$ cat src/rtl/minesweeper_pkg.sv
// rtl/minesweeper_pkg.sv - shared play-field geometry and coordinate widths
package minesweeper_pkg;

  localparam int X_W = 10;
  localparam int Y_W = 9;
  localparam int ID_W = 32;

  localparam int DEF_X0 = 160;
  localparam int DEF_Y0 = 80;
  localparam int DEF_TILE_LOG2 = 5;
  localparam int DEF_COLS = 10;
  localparam int DEF_ROWS = 10;

  localparam logic [ID_W-1:0] NO_TILE = '0;

endpackage

$ cat src/rtl/click_event_port_if.sv
// rtl/click_event_port_if.sv - processor-facing click record interface
interface click_event_port_if;

  logic                              pr_reset;
  logic                              nowCheck;
  logic                              pressed;
  logic [minesweeper_pkg::X_W-1:0]   x_game;
  logic [minesweeper_pkg::Y_W-1:0]   y_game;
  logic [minesweeper_pkg::ID_W-1:0]  VGAid;

  // processor side
  modport master (
    output pr_reset, nowCheck,
    input  pressed, x_game, y_game, VGAid
  );

  // peripheral side
  modport slave (
    input  pr_reset, nowCheck,
    output pressed, x_game, y_game, VGAid
  );

endinterface

$ cat src/rtl/button_debounce.sv
// rtl/button_debounce.sv - synchroniser, debounce counter and press pulse
module button_debounce #(
  parameter int DEBOUNCE_CYCLES = 250000
) (
  input  logic clock,
  input  logic reset,
  input  logic btn_raw,
  output logic click
);

  localparam int CW = (DEBOUNCE_CYCLES > 1) ? $clog2(DEBOUNCE_CYCLES) : 1;

  logic          sync1;
  logic          sync2;
  logic          state;
  logic [CW-1:0] cnt;
  logic          at_limit;

  assign at_limit = (cnt == CW'(DEBOUNCE_CYCLES - 1));

  // Pulse in the cycle whose edge flips the debounced state from 0 to 1,
  // so the click lands in the buffer on that same edge.
  assign click = sync2 && !state && at_limit;

  // Two-flop synchroniser for the asynchronous button
  always_ff @(posedge clock) begin
    if (reset) begin
      sync1 <= 1'b0;
      sync2 <= 1'b0;
    end else begin
      sync1 <= btn_raw;
      sync2 <= sync1;
    end
  end

  // Count consecutive disagreeing cycles; flip the state once stable long enough
  always_ff @(posedge clock) begin
    if (reset) begin
      cnt   <= '0;
      state <= 1'b0;
    end else if (sync2 == state) begin
      cnt <= '0;
    end else if (at_limit) begin
      state <= sync2;
      cnt   <= '0;
    end else begin
      cnt <= cnt + 1'b1;
    end
  end

endmodule

$ cat src/rtl/click_event_port.sv
// rtl/click_event_port.sv - debounced mouse click to held two-slot click record
module click_event_port
  import minesweeper_pkg::*;
#(
  parameter int DEBOUNCE_CYCLES = 250000,
  parameter int X0 = DEF_X0,
  parameter int Y0 = DEF_Y0,
  parameter int TILE_LOG2 = DEF_TILE_LOG2,
  parameter int COLS = DEF_COLS,
  parameter int ROWS = DEF_ROWS
) (
  input  logic                clock,
  input  logic                reset,
  input  logic                btn_raw,
  input  logic [X_W-1:0]      cursor_x,
  input  logic [Y_W-1:0]      cursor_y,
  click_event_port_if.slave   bus,
  output logic                in_field,
  output logic [7:0]          dropped_count
);

  // Field bounds held one bit wider than the coordinates so the upper edge fits
  localparam logic [X_W:0] X_LO = (X_W + 1)'(X0);
  localparam logic [X_W:0] X_HI = (X_W + 1)'(X0 + COLS * (1 << TILE_LOG2));
  localparam logic [Y_W:0] Y_LO = (Y_W + 1)'(Y0);
  localparam logic [Y_W:0] Y_HI = (Y_W + 1)'(Y0 + ROWS * (1 << TILE_LOG2));

  logic            click;
  logic            accept;
  logic            load_phase;
  logic            front_v;
  logic [X_W-1:0]  front_x;
  logic [Y_W-1:0]  front_y;
  logic [ID_W-1:0] front_id;
  logic            skid_v;
  logic [X_W-1:0]  skid_x;
  logic [Y_W-1:0]  skid_y;
  logic [X_W-1:0]  src_x;
  logic [Y_W-1:0]  src_y;

  function automatic logic [ID_W-1:0] tile_of(input logic [X_W-1:0] x,
                                             input logic [Y_W-1:0] y);
    logic [X_W-1:0] dx;
    logic [Y_W-1:0] dy;
    dx = x - X_W'(X0);
    dy = y - Y_W'(Y0);
    return ID_W'(dy >> TILE_LOG2) * ID_W'(COLS) + ID_W'(dx >> TILE_LOG2) + ID_W'(1);
  endfunction

  button_debounce #(.DEBOUNCE_CYCLES(DEBOUNCE_CYCLES)) u_debounce (
    .clock   (clock),
    .reset   (reset),
    .btn_raw (btn_raw),
    .click   (click)
  );

  assign in_field = ({1'b0, cursor_x} >= X_LO) && ({1'b0, cursor_x} < X_HI) &&
                    ({1'b0, cursor_y} >= Y_LO) && ({1'b0, cursor_y} < Y_HI);
  assign accept   = click && in_field;

  // A clear, or an empty FRONT while no check runs, refills FRONT from SKID
  // first and otherwise from the incoming click; both share the same update.
  assign load_phase = bus.pr_reset || (!front_v && !bus.nowCheck);
  assign src_x      = skid_v ? skid_x : cursor_x;
  assign src_y      = skid_v ? skid_y : cursor_y;

  assign bus.pressed = front_v;
  assign bus.x_game  = front_x;
  assign bus.y_game  = front_y;
  assign bus.VGAid   = front_id;

  // Two-slot click buffer with saturating drop counter
  always_ff @(posedge clock) begin
    if (reset) begin
      front_v       <= 1'b0;
      front_x       <= '0;
      front_y       <= '0;
      front_id      <= NO_TILE;
      skid_v        <= 1'b0;
      skid_x        <= '0;
      skid_y        <= '0;
      dropped_count <= '0;
    end else if (load_phase) begin
      if (skid_v || accept) begin
        front_v  <= 1'b1;
        front_x  <= src_x;
        front_y  <= src_y;
        front_id <= tile_of(src_x, src_y);
      end else begin
        front_v  <= 1'b0;
        front_id <= NO_TILE;
      end
      skid_v <= skid_v && accept;
      if (skid_v && accept) begin
        skid_x <= cursor_x;
        skid_y <= cursor_y;
      end
    end else if (!front_v || !skid_v) begin
      if (accept && !skid_v) begin
        skid_v <= 1'b1;
        skid_x <= cursor_x;
        skid_y <= cursor_y;
      end
    end else if (accept && dropped_count != 8'hFF) begin
      dropped_count <= dropped_count + 8'd1;
    end
  end

endmodule

$ cat src/flat_wrapper.sv
// flat-port wrapper written by rule: the top's interface ports become plain ports
module click_event_port_flat import minesweeper_pkg::*;
#(
  parameter int DEBOUNCE_CYCLES = 250000,
  parameter int X0 = DEF_X0,
  parameter int Y0 = DEF_Y0,
  parameter int TILE_LOG2 = DEF_TILE_LOG2,
  parameter int COLS = DEF_COLS,
  parameter int ROWS = DEF_ROWS
)
  (clock, reset, btn_raw, cursor_x, cursor_y, in_field, dropped_count, bus_pr_reset, bus_nowCheck, bus_pressed, bus_x_game, bus_y_game, bus_VGAid);
  click_event_port_if bus_i ();
  input  logic clock;
  input  logic reset;
  input  logic btn_raw;
  input  logic [X_W-1:0] cursor_x;
  input  logic [Y_W-1:0] cursor_y;
  output logic in_field;
  output logic [7:0] dropped_count;
  input wire logic [$bits(bus_i.pr_reset)-1:0] bus_pr_reset;
  input wire logic [$bits(bus_i.nowCheck)-1:0] bus_nowCheck;
  output wire logic [$bits(bus_i.pressed)-1:0] bus_pressed;
  output wire logic [$bits(bus_i.x_game)-1:0] bus_x_game;
  output wire logic [$bits(bus_i.y_game)-1:0] bus_y_game;
  output wire logic [$bits(bus_i.VGAid)-1:0] bus_VGAid;
  assign bus_i.pr_reset = bus_pr_reset;
  assign bus_i.nowCheck = bus_nowCheck;
  assign bus_pressed = bus_i.pressed;
  assign bus_x_game = bus_i.x_game;
  assign bus_y_game = bus_i.y_game;
  assign bus_VGAid = bus_i.VGAid;
  click_event_port #(.DEBOUNCE_CYCLES(DEBOUNCE_CYCLES), .X0(X0), .Y0(Y0), .TILE_LOG2(TILE_LOG2), .COLS(COLS), .ROWS(ROWS)) u_core (.clock(clock), .reset(reset), .btn_raw(btn_raw), .cursor_x(cursor_x), .cursor_y(cursor_y), .bus(bus_i), .in_field(in_field), .dropped_count(dropped_count));
endmodule
$ cat config.mk
export PLATFORM = sky130hd
export DESIGN_NAME = click_event_port_flat
export DESIGN_NICKNAME = d
export VERILOG_FILES = /design/src/rtl/minesweeper_pkg.sv /design/src/rtl/click_event_port_if.sv /design/src/rtl/button_debounce.sv /design/src/rtl/click_event_port.sv /design/src/flat_wrapper.sv
export SDC_FILE = /design/constraint.sdc
export NUM_CORES = 1
export LEC_CHECK = 0
export CORE_ASPECT_RATIO = 0.6
export CORE_UTILIZATION = 25
export CTS_CLUSTER_SIZE = 25
export DETAILED_ROUTE_END_ITERATION = 16
export PLACE_DENSITY = 0.51
export RECOVER_POWER = 25
export SLEW_MARGIN = 20
export SYNTH_ARGS = -nofsm -noshare
export SYNTH_HDL_FRONTEND = slang
export SYNTH_SLANG_ARGS = --single-unit
$ cat constraint.sdc
create_clock -name clock -period 5.1 [get_ports clock]
set_input_delay 0.765 -clock clock [delete_from_list [all_inputs] [get_ports clock]]
set_output_delay 0.765 -clock clock [all_outputs]
set_load 0.05 [all_outputs]
# After elaboration in Yosys (flattened, before gate mapping)
# Cells that the tools add are included.
# op_classes
addsub,6
mul,1
order_cmp,4
eq_ne,4
mux,15
bitwise_logic,3
n_reduce_logical,25
# ops
cell,count
$mux W10,5
$mux W9,5
$add A32 B1 Y32 const B,1
$add A32 B5 Y32,1
$mux W32,1
$add A18 B1 Y18 const B,1
$eq A18 B18 Y1 const B,1
$ge A10 B8 Y1 const B,1
$logic_and A1 B1 Y1,10
$lt A10 B9 Y1 const B,1
$sub A10 B8 Y10 const B,1
$ge A9 B7 Y1 const B,1
$lt A9 B9 Y1 const B,1
$sub A9 B7 Y9 const B,1
$add A8 B1 Y8 const B,1
$ne A8 B8 Y1 const B,1
$mul A4 B3 Y7 const B,1
$reduce_and A2 Y1,3
$reduce_and A3 Y1,2
$logic_not A1 Y1,4
$mux W1,4
$reduce_bool A2 Y1,2
$logic_or A1 B1 Y1,3
$not A1 Y1,3
other kinds (3),3
# word_totals
reg_bits,101
inputBits,24
wordCells,70

# Depth between registers and ports, before layout
# depth
ltp_word,9
depth_mapped,17

# Hierarchy
# A second synthesis with hierarchy kept.
# hier_totals
hier_cells,454
hier_area_um2,4112.7
# modules_own_cells
module,instances,cells_per_inst,area_per_inst_um2
click_event_port,1,347,3155.5
button_debounce,1,107,957.2

# Least setup slack after synthesis
# Ideal clock, no wire load.
# synth_timing
path_kind,reg-to-reg
from,register u_core.skid_v
to,register u_core.front_id[7] (netlist: u_core.bus.VGAid[7])
setup_time_ns,0.130
arrival_ns,3.881
required_ns,4.970
path_slack_ns,1.089
stages_incl_launch_ff,18
path_buffers,3
synth_period_minus_slack_ns,4.011
cell_sequence,dfxtp_1 -> clkbuf_1 -> buf_2 -> buf_1 -> mux2i_1 -> ha_1 -> nand2b_1 -> a32oi_1 -> xor2_1 -> ha_1 -> ha_1 -> inv_1 -> fa_1 -> o21bai_1 -> nand2b_1 -> nand2_1 -> mux2_2 -> o211ai_1
# synth_via
elab_chain_len,6
word_cells_on_any_way,9
# synth_rtl
element,line_no,text
start: declaration,click_event_port.sv:35,logic skid_v;
start signal: assignment,click_event_port.sv:93,skid_v <= skid_v && accept;
$mux W9,click_event_port.sv:65,assign src_y = skid_v ? skid_y : cursor_y;
$sub A9 B7 Y9,click_event_port.sv:46,dy = y - Y_W'(Y0);
$mul A4 B3 Y7,click_event_port.sv:47,return ID_W'(dy >> TILE_LOG2) * ID_W'(COLS) + ID_W'(dx >> TILE_LOG2) + ID_W'(1);
$add A32 B5 Y32,click_event_port.sv:47,
$add A32 B1 Y32,click_event_port.sv:47,
$mux W32 *,click_event_port.sv:84,if (skid_v || accept) begin
end signal: assignment,click_event_port.sv:88,"front_id <= tile_of(src_x, src_y);"
end: declaration,click_event_port.sv:34,logic [ID_W-1:0] front_id;
# Every way passes the cells marked *; elsewhere a longest branch is shown, timed or not.
# A chain may end at the register's enable or synchronous reset.

# Worst setup path in the final report
# layout_timing
from,input cursor_y[5]
to,register u_core.front_id[7] (netlist: u_core.bus.VGAid[7])
# layout_via
elab_chain_len,6
word_cells_on_any_way,12
# layout_rtl
element,line_no,text
start: declaration,flat_wrapper.sv:17,input logic [Y_W-1:0] cursor_y;
$mux W9 / $ge A9 B7 Y1 (equally long branches),"click_event_port.sv:65, click_event_port.sv:58",
$sub A9 B7 Y9 / $logic_and A1 B1 Y1 (equally long branches),"click_event_port.sv:46, click_event_port.sv:57",
$mul A4 B3 Y7 / $logic_and A1 B1 Y1 (equally long branches),"click_event_port.sv:47, click_event_port.sv:58",
$add A32 B5 Y32 / $logic_and A1 B1 Y1 (equally long branches),"click_event_port.sv:47, click_event_port.sv:59",
$add A32 B1 Y32 / $logic_or A1 B1 Y1 (equally long branches),"click_event_port.sv:47, click_event_port.sv:84",
$mux W32 *,click_event_port.sv:84,
# Marked as above.

==> impl_metrics.env <==
export IMPL_synthFlopType="dfxtp_1"
export IMPL_synth_edf_count=0
export IMPL_synth_commonest_cells="86 x nor2_1, 78 x dfxtp_1, 41 x mux2i_1, 25 x xnor2_1, 23 x buf_4"
export IMPL_relSlewSlack_pct=-86.92
export IMPL_path_delay_family="adder cells"
export IMPL_finalWorstPathRequiredPeriod_ns=4.028
export IMPL_grt_first_pass_wirelength_mm=16.16
export IMPL_run_status="finished with violations"
export IMPL_netlist_area_leader_share_pct=38.48
export IMPL_r2r_end="u_core.bus.VGAid[7]$_SDFFE_PP0N_"
export IMPL_top_level_ports=85
export IMPL_seq_area_frac_synth_pct=38.48
export IMPL_cp_depth=14
export IMPL_dr_pass1_iters=10
export IMPL_ys_ff_latch=78
export IMPL_skew_ns=0.008962
export IMPL_min_path_cells=1
export IMPL_die_h_um=100.7
export IMPL_grt_ovfl_total=0
export IMPL_min_to="u_core.u_debounce.sync2$_SDFF_PP0_"
export IMPL_fmax_ghz=0.2483
export IMPL_power_w=0.001436
export IMPL_peakVddDrop_v=0.0001232
export IMPL_grt_pass1_vias=3055
export IMPL_antenna_found_initial=0
export IMPL_areaGrowthSynthToFinish_pct=23.90
export IMPL_grt_max_degree=62
export IMPL_diodes=0
export IMPL_synthArstFlopShare_pct=0
export IMPL_cts_max_path_buffers=2
export IMPL_viasPerCell=4.491
export IMPL_ant_nets=0
export IMPL_fp_row_count=35
export IMPL_routed_wl_mm=10.01
export IMPL_drv_slew=62
export IMPL_worst_endpoint_arrival_ns=4.28
export IMPL_reg2reg_depth=11
export IMPL_cts_resized=0
export IMPL_clk_latency_ns=0.34
export IMPL_min_path_type="reg2reg"
export IMPL_setup_viol=0
export IMPL_h_tree_depth=3
export IMPL_wl_per_cell_um=13.96
export IMPL_worst_pin_slew_ns=2.804
export IMPL_die_x_um=166.5
export IMPL_hold_worst_slack_ns=0.4609
export IMPL_violations="DRC, capacitance limit, slew limit"
export IMPL_core_area_um2=15590
export IMPL_clock_sinks=78
export IMPL_r2r_start="u_core.skid_v$_SDFFE_PP0P_"
export IMPL_syn_cell_area_um2=4058
export IMPL_tns_ns=0
export IMPL_hold_viol_final=0
export IMPL_power_leakage_nw=1.713
export IMPL_io_buffers=61
export IMPL_rrSetupSlack_ns=1.52
export IMPL_drt_iter0_markers=170
export IMPL_path_class="in2reg"
export IMPL_hpwl_mm=7.238
export IMPL_cts_hold_buffers=0
export IMPL_vias=3220
export IMPL_start_util_pct=26.03
export IMPL_required_ns=5.35
export IMPL_synthCells=456
export IMPL_grt_total_usage_pct=12.27
export IMPL_power_density_nw_per_um2=285.6
export IMPL_post_route_period_util_pct=78.98
export IMPL_dp_cells=701
export IMPL_clk_transition_reported_paths_ns=0.06
export IMPL_crit_top_cell="ha_1"
export IMPL_final_util_pct=32.25
export IMPL_nets=546
export IMPL_cts_buffers=9
export IMPL_max_cap_violations=1
export IMPL_rsz0062_at_grt="false"
export IMPL_postCtsSetupBuffers=0
export IMPL_ff_latch_area_um2=1562
export IMPL_multi_input_comb_area_um2=2233
export IMPL_path_cells="clkdlybuf4s50_1 -> mux2i_1 -> ha_1 -> nand2b_1 -> a32oi_1 -> xor2_1 -> ha_1 -> ha_1 -> ha_1 -> o21bai_1 -> nand2b_1 -> nand2_1 -> mux2_2 -> o211ai_1"
export IMPL_fill_cells=1641
export IMPL_drive_gt1_share_pct=5.058
export IMPL_critPathLaunchType="input pin"
export IMPL_min_from="u_core.u_debounce.sync1$_SDFF_PP0_"
export IMPL_synth_area_top_cells="dfxtp_1 38%, mux2i_1 10%, nor2_1 8.0%, xnor2_1 5.4%, buf_4 4.3%"
export IMPL_root_buffer="clkbuf_16"
export IMPL_fin_cells=717
export IMPL_dieArea_um2=16760
export IMPL_yosysTopAreaCell="dfxtp_1"
export IMPL_max_stage_delay_ns=0.52
export IMPL_critPathSlowestCell="clkdlybuf4s50_1"
export IMPL_drcViolationCount=5
export IMPL_path_max_fanout=7
export IMPL_worstSetupEndpointType="flip-flop"
export IMPL_path_buf_inv=1
export IMPL_ys_warn_count=0
export IMPL_yosysMostFrequentCell="nor2_1"
export IMPL_synth_cell_types=51
export IMPL_avgSynthCellArea_um2=8.898
export IMPL_gp_congestion=0.7721
export IMPL_cts_tree="done"
-- state kept, by name, indices dropped and copies added, names as in the netlist --
register                 count
u_core.dropped_count         8
u_core.bus.y_game            9
u_core.skid_x               10
u_core.skid_v                1
u_core.skid_y                9
u_core.bus.pressed           1
u_core.u_debounce.cnt       18
u_core.u_debounce.sync1      1
u_core.u_debounce.state      1
u_core.bus.VGAid             9
u_core.bus.x_game           10
u_core.u_debounce.sync2      1
-- cells in the final DEF (no fill, tap or decap), types with 3 or more instances in the layout --
cell type,Yosys,final
o2111ai_1,3,3
nand2b_1,5,5
a22oi_1,6,6
nand2_1,17,17
nand4_1,6,6
clkdlybuf4s50_1,0,52
a21oi_1,8,8
o211ai_1,3,3
nand3_1,15,15
clkbuf_16,0,9
and3_1,4,4
nor2b_1,4,4
ha_1,12,12
clkbuf_1,10,3
xor2_1,11,11
nor3_1,6,6
dlygate4sd3_1,0,8
inv_1,21,21
nor2_1,86,86
o21ai_0,7,7
conb_1,1,23
a211oi_1,20,20
mux2i_1,41,41
dfxtp_1,78,78
a21o_1,3,3
xnor2_1,25,25
nor4_1,4,4
-- worst reg2reg max path, stage by stage (launching register included) --
cell and delay [ns]:
dfxtp_1 0.41, buf_4 0.45, mux2i_1 0.35, xor2_1 0.49, ha_1 0.33, ha_1 0.32, ha_1 0.33, o21bai_1 0.16
nand2b_1 0.17, nand2_1 0.06, mux2_2 0.28, o211ai_1 0.16
-- stage by stage --
| step | worst slack, ns | area (µm²) |
|---|---|---|
| floorplan | 1.089 | 4140 |
| global placement | 0.8799 | 4756 |
| detailed placement | 0.7178 | 4756 |
| CTS | 1.024 | 5032 |
| global route | 0.7946 | 5027 |
| finish | 1.072 | 5027 |
-- power breakdown --
group          switching [W]  total, W  internal (W)  leakage, nW
clock               0.000262  0.000605      0.000343        0.132
sequential       0.000000513  0.000611      0.000610        0.628
combinational       0.000139  0.000220     0.0000814        0.953
-- how the worst max path moves through the flow --
stage,start,endpoint,slack (ns)
floorplan,u_core.skid_v$_SDFFE_PP0P_,u_core.bus.VGAid[7]$_SDFFE_PP0N_,1.09
global route,cursor_y[4],u_core.bus.VGAid[7]$_SDFFE_PP0N_,0.79
CTS,cursor_y[4],u_core.bus.VGAid[7]$_SDFFE_PP0N_,1.02
detailed placement,cursor_y[4],u_core.bus.VGAid[7]$_SDFFE_PP0N_,0.72
global placement,cursor_y[4],u_core.bus.VGAid[7]$_SDFFE_PP0N_,0.88
finish,cursor_y[5],u_core.bus.VGAid[7]$_SDFFE_PP0N_,1.07
-- layer usage --
metal  GRT usage, %  part of all wire [%]  vias up
met3          3.377                   5.1       10
met4          4.060                   1.1        0
met1          17.56                    53     1511
met2          17.58                    40       70
met5              0                     0        -
li1               -                     -     1629
-- cell families (layout without fill, tap and decap cells) --
family	after synthesis	after routing	synth area share, %
AOI/OAI and AO/OA	60	60	10.58
xor gates and xnor gates	37	37	8.326
adders and majority gates	13	13	4.194
buffers and inverters	65	101	8.696
DFF	78	78	38.48
muxes	43	43	10.67
other	1	23	0.09242
and+or+nand+nor	159	159	18.96
-- final cells by class --
type	count	area share [%]
tap	203	5.052
clock buffer	11	4.828
inverter	21	1.568
sequential	78	31.06
timing repair buffer	64	12.39
multi-input combinational	335	44.43
clock inverter	5	0.6720
Power figures use the tool's default switching activity.
